===== src/rtl/regfile_wr_sched.sv =====
// Write-port scheduler for a 32x8 read-first register file: round-robin arbitration
// between two write requesters, a registered write stage, and same-edge read forwarding.
module regfile_wr_sched #(
  parameter int DATA_WIDTH = 8,
  parameter int ADDR_WIDTH = 5,
  parameter int ZERO_REG   = 1
) (
  input  logic                  clk,
  input  logic                  rst,
  input  logic                  req0_valid,
  output logic                  req0_ready,
  input  logic [ADDR_WIDTH-1:0] req0_addr,
  input  logic [DATA_WIDTH-1:0] req0_data,
  input  logic                  req1_valid,
  output logic                  req1_ready,
  input  logic [ADDR_WIDTH-1:0] req1_addr,
  input  logic [DATA_WIDTH-1:0] req1_data,
  input  logic [ADDR_WIDTH-1:0] rd_addr1,
  input  logic [ADDR_WIDTH-1:0] rd_addr2,
  output logic [DATA_WIDTH-1:0] rd_data1,
  output logic [DATA_WIDTH-1:0] rd_data2,
  output logic                  rf_wen,
  output logic [ADDR_WIDTH-1:0] rf_wr_addr,
  output logic [DATA_WIDTH-1:0] rf_wr_data,
  output logic [ADDR_WIDTH-1:0] rf_rd_addr1,
  output logic [ADDR_WIDTH-1:0] rf_rd_addr2,
  input  logic [DATA_WIDTH-1:0] rf_rd_data1,
  input  logic [DATA_WIDTH-1:0] rf_rd_data2
);

  logic                  ptr_q, ptr_d;
  logic                  grant0, grant1, accept, acc_drop;
  logic [ADDR_WIDTH-1:0] acc_addr;
  logic [DATA_WIDTH-1:0] acc_data;

  logic                  wen_q, wen_d;
  logic [ADDR_WIDTH-1:0] waddr_q, waddr_d;
  logic [DATA_WIDTH-1:0] wdata_q, wdata_d;

  logic                  hit1_q, hit1_d, hit2_q, hit2_d;
  logic                  zero1_q, zero1_d, zero2_q, zero2_d;
  logic [DATA_WIDTH-1:0] fwd1_q, fwd2_q;

  // ptr_q = 0 gives requester 0 priority when both are valid
  always_comb begin
    grant0   = req0_valid & (~req1_valid | ~ptr_q);
    grant1   = req1_valid & (~req0_valid | ptr_q);
    accept   = grant0 | grant1;
    acc_addr = grant0 ? req0_addr : req1_addr;
    acc_data = grant0 ? req0_data : req1_data;
    acc_drop = (ZERO_REG != 0) && (acc_addr == '0);

    ptr_d   = accept ? grant0 : ptr_q;
    wen_d   = accept & ~acc_drop;
    waddr_d = accept ? acc_addr : waddr_q;
    wdata_d = accept ? acc_data : wdata_q;

    hit1_d  = wen_q & (waddr_q == rd_addr1);
    hit2_d  = wen_q & (waddr_q == rd_addr2);
    zero1_d = (ZERO_REG != 0) && (rd_addr1 == '0);
    zero2_d = (ZERO_REG != 0) && (rd_addr2 == '0);
  end

  // zero flags come out of reset set so the read ports show 0 until the first sampling edge
  always_ff @(posedge clk or negedge rst) begin
    if (!rst) begin
      ptr_q   <= 1'b0;
      wen_q   <= 1'b0;
      waddr_q <= '0;
      wdata_q <= '0;
      hit1_q  <= 1'b0;
      hit2_q  <= 1'b0;
      fwd1_q  <= '0;
      fwd2_q  <= '0;
      zero1_q <= 1'b1;
      zero2_q <= 1'b1;
    end else begin
      ptr_q   <= ptr_d;
      wen_q   <= wen_d;
      waddr_q <= waddr_d;
      wdata_q <= wdata_d;
      hit1_q  <= hit1_d;
      hit2_q  <= hit2_d;
      fwd1_q  <= wdata_q;
      fwd2_q  <= wdata_q;
      zero1_q <= zero1_d;
      zero2_q <= zero2_d;
    end
  end

  assign req0_ready  = grant0;
  assign req1_ready  = grant1;
  assign rf_wen      = wen_q;
  assign rf_wr_addr  = waddr_q;
  assign rf_wr_data  = wdata_q;
  assign rf_rd_addr1 = rd_addr1;
  assign rf_rd_addr2 = rd_addr2;

  assign rd_data1 = zero1_q ? '0 : (hit1_q ? fwd1_q : rf_rd_data1);
  assign rd_data2 = zero2_q ? '0 : (hit2_q ? fwd2_q : rf_rd_data2);

endmodule


===== config.mk =====
export PLATFORM = sky130hd
export DESIGN_NAME = regfile_wr_sched
export DESIGN_NICKNAME = d
export VERILOG_FILES = /design/src/rtl/regfile_wr_sched.sv
export SDC_FILE = /design/constraint.sdc
export NUM_CORES = 1
export LEC_CHECK = 0
export BUFFER_PORTS_ARGS = -buffer_cell sky130_fd_sc_hd__clkbuf_2
export CORE_MARGIN = 1
export CORE_UTILIZATION = 43
export DETAILED_ROUTE_END_ITERATION = 16
export PLACE_DENSITY = 0.77
export SLEW_MARGIN = 5
export SYNTH_ARGS = -nofsm -noshare
export SYNTH_HDL_FRONTEND = slang
export SYNTH_SLANG_ARGS = --single-unit

===== constraint.sdc =====
create_clock -name clk -period 1.46 [get_ports clk]
set_input_delay 0.292 -clock clk [delete_from_list [all_inputs] [get_ports clk]]
set_output_delay 0.292 -clock clk [all_outputs]
set_load 0.05 [all_outputs]

# After elaboration in Yosys (flattened, before gate mapping)
# Cells that the tools add are included.
[totals]
ff_bits = 27
inputBits = 56
word_cells = 32
[op_classes]
eq_ne = 2
muxes = 6
bitwise = 12
n_reduce_logical = 3
[ops]
columns = ["operator", "n"]
rows = [
  ["8-bit two-way mux", 5],
  ["5-bit zero test", 3],
  ["5-bit equality test", 2],
  ["1-bit bitwise AND", 5],
  ["5-bit two-way mux", 1],
  ["1-bit inverter", 4],
  ["1-bit bitwise OR", 3],
]

# Depth between registers and ports, before layout
[logic_depth]
word_depth = 7
mapped_depth = 4

# Worst setup path before layout
# Ideal clock, no wire load.
[synth_timing]
path_type = "register -> output"
startpoint = "register hit1_q"
endpoint = "output port rd_data1[0]"
arrival_time_ps = 1295
required_ps = 1168
path_slack_ps = -127
stages_incl_launch_ff = 4
cell_sequence = "dfrtp_1 -> buf_2 -> mux2i_1 -> nor2_1"
[synth_between]
elab_chain_len = 2
[synth_rtl]
columns = ["element", "line", "rtl"]
rows = [
  ["from (decl)", "40", "logic hit1_q, hit1_d, hit2_q, hit2_d;"],
  ["from (signal assigned)", "82", "hit1_q <= hit1_d;"],
  ["8-bit two-way mux (2 in a row)", "99", "assign rd_data1 = zero1_q ? '0 : (hit1_q ? fwd1_q : rf_rd_data1);"],
  ["to (decl)", "20", "output logic [DATA_WIDTH-1:0] rd_data1,"],
]
# No other way between the ends.

# Worst setup path in the final report
[layout_timing]
startpoint = "register hit2_q"
endpoint = "output port rd_data2[0]"
[layout_between]
elab_chain_len = 2
[layout_rtl]
columns = ["element", "line", "rtl"]
rows = [
  ["from (decl)", "40", ""],
  ["from (signal assigned)", "83", "hit2_q <= hit2_d;"],
  ["8-bit two-way mux (2 in a row)", "100", "assign rd_data2 = zero2_q ? '0 : (hit2_q ? fwd2_q : rf_rd_data2);"],
  ["to (decl)", "21", "output logic [DATA_WIDTH-1:0] rd_data2,"],
]
# No other way between the ends.

==> results.md <==
* Synth Register Bits at 27
* CP max stage cell: dfrtp_2
* Post-synth EDFFs at 0
* Die area at 4050 um2
* Share of cells above drive strength 1 at 0.605
* Failing checks: setup timing
* Core area at 3660 um2
* Outcome: complete, but fails checks
* Rows at 22
* Vias at 1489
* CP max FO at 8
* Final Setup Violations at 16
* Final #Nets at 300
* CTS tree: built
* GRT Residual Overflow at 0
* CP required at 1.17 ns
* Worst slew pin tran at 0.649 ns
* Sw Ratio at 0.394
* Routed WL at 4.02 mm
* Clock share of power at 0.180
* Placed cell areas at 2120 um2
* CTS Buffer Depth at 2
* Pin count of the biggest net entering global routing at 28
* I/O Buffers at 97
* Antenna violations before repair at 0
* Ys Warns at 0
* Relative slew slack at 0.567
* Later-pin clock latency in the skew report at 0.27 ns
* Count leader, synth: dfrtp_1
* Clk slew on worst S/H paths at about 0.090 ns
* Final Hold Vio Count at 0
* Die Span X at 63.6 um
* Synth cell types at 28
* GR Util All Layers at 0.206
* Register area share after synthesis at 0.415
* HPWL Detailed at 3.08 mm
* Routed Antenna Nets at 0
* Critical Path Start Type: flop
* Min Clock Period, post-route at 1.58 ns
* P_int at 1.40 mW
* TritonRoute pass-1 iters at 4
* Sequential group share of total power at 0.399
* RSZ-0062 raised after global routing: yes
* VDD IR-drop max at 0.489 mV
* Total power at 2.31 mW
* Area Growth Syn to Fin at 44.3%
* Drt wl/cell at 13.8 um
* Post-Syn Nets at between 200 and 250
* Leak Pwr at around 1.1 nW
* R2r startpoint: rf_wr_addr[3]
* Max incr delay on CP at 0.52 ns
* RD Place Congestion at 0.786
* Final WS setup at -0.118 ns
* Average vias per placed instance at 5.12
* DRC violation count after routing at 0
* Ranking of synthesized cells by area: dfrtp_1 38%, mux2i_1 9.8%, o221a_2 9.0%
* Sink Count at 27
* Synth Cell Area at approximately 1600 um2
* IO Pins at 98
* PwrDens at 980 nW/um2
* Initial DRC Count at 23
* Commonest cells in the netlist: 25 x dfrtp_1, 19 x nor2_1, 16 x mux2i_1, 13 x o221a_2, 10 x buf_4
* Mapped Cells at around 150
* Cts-stage hold buffer count at 0
* Max-cap check violation count at 0
* P_sw at 0.912 mW
* Fin crit share at 1.08
* Fraction of registers with async set or reset after synthesis at 1.00
* Comb pwr share at 0.421
* Vias in the first global route at 1407
* Worst min path class: in2async
* Dominant synthesized flop cell: dfrtp_1
* Worst setup path startpoint: hit2_q
* CP Capture Type: output pin
* Top-area cell type share of the netlist area at 0.383
* Initial Utilization at 0.446
* Worst Clk Skew at 0.0104 ns
* Reg2reg setup slack at 0.24 ns
* Crit path max-delay family: flip-flops
* H-tree depth at 1
* Buf/Inv on CP at 1
* Worst Path Arrival at around 1.3 ns
* First-pass GRT wire length at 6.54 mm
* Antenna cell count at 0
* Synth area leader: dfrtp_1
* Crit-path cells: mux2i_2 > nor2_2 > buf_8
* Slew Viols, Final at 0
* Critical path class: reg2out
* Root Buffer: clkbuf_8
* Max Freq at about 0.63 GHz
* Num CTS Buffers at 3
* Die Span Y at 63.6 um
* Mean Syn Cell Area at ~11 um2
* Post-route cell area at 2360 um2
==> logic make-up (layout without fill, tap and decap cells) <==
kind of cell | count (synthesis) | after routing | synth area share
AND/OR/NAND/NOR | 50 | 50 | 0.175
AO/OA/AOI/OAI | 30 | 30 | 0.169
flip-flops | 27 | 27 | 0.415
buffers and inverters | 21 | 110 | 0.0896
multiplexers | 16 | 16 | 0.0980
XOR/XNOR | 10 | 10 | 0.0536
==> placed cells by master, fill, tap and decap left out, drive strengths merged, types with 7 or more instances in the layout <==
cell type / netlist / layout
clkbuf: 1 / 87
a21o: 8 / 8
or2: 8 / 8
buf: 18 / 21
nor2: 19 / 19
o221a: 13 / 13
mux2i: 16 / 16
xor2: 8 / 8
dfrtp: 25 / 25
nand2b: 7 / 7
==> worst reg2reg max path, cell delays in order, from the launching register on <==
cell and delay (ns):
dfrtp_1 0.45, xor2_1 0.18, nor4_1 0.29, and3_1 0.21
==> timing repair <==
item                                    CTS  global route
hold endpoints to repair                  0             0
gates resized for setup                  37            19
setup buffers                             2             0
endpoints found under the setup margin   18            18
pin swaps                                 2             4
==> power groups by stage <==
stage               registers (mW)  logic, mW  clock network [mW]
finish                       0.923      0.974               0.416
global route                 0.936       1.03               0.455
CTS                          0.923      0.947               0.417
detailed placement           0.938      0.872                   0
global placement             0.936      0.864                   0
floorplan                     1.09      0.484                   0
==> worst paths after layout <==
path | to | depth (start not counted)
worst max-delay path | rd_data2[0] | 3
worst min-delay path | rf_wr_data[7] | 1
worst max register to register | hit1_q | 3
worst min register to register | fwd1_q[4] | 0
max in group asynchronous | hit1_q | 1
min in group clk | zero1_q | 2
==> stage by stage <==
| stage | setup WS, ns | TNS (ns) | util | hold slack, ns | instances |
|---|---|---|---|---|---|
| floorplan | 0.0900 | 0 | - | -0.00359 | 154 |
| finish | -0.118 | -1.40 | 0.644 | 0.0252 | 291 |
| detailed placement | 0.0105 | 0 | 0.579 | 0.348 | 285 |
| global route | -0.176 | -2.33 | 0.644 | 0.0878 | 291 |
| CTS | -0.113 | -1.46 | 0.637 | 0.0553 | 291 |
| global placement | 0.0316 | 0 | 0.579 | 0.350 | 285 |
==> registers in the layout (all words and copies together) (netlist names) <==
signal      count
rf_wr_addr      5
zero1_q         1
hit2_q          1
hit1_q          1
ptr_q           1
fwd1_q          8
rf_wr_data      8
zero2_q         1
rf_wen          1
==> per-layer routing <==
layer,GRT usage,up-vias,share of wire
met2,0.363,79,0.50
met5,0,-,0
met3,0.0236,7,0.057
met1,0.264,682,0.43
met4,0.0511,0,0.011
li1,-,721,-
==> layout make-up <==
cell class              instances  area (um2)
clock buffers                   4        45.0
fillers                       294        1300
inverters                       2        7.51
multi-input cells             106         857
flip-flops and latches         27         682
well taps                      48        60.1
repair buffers                104         707
Note: power is estimated with default switching activity, not from simulation.
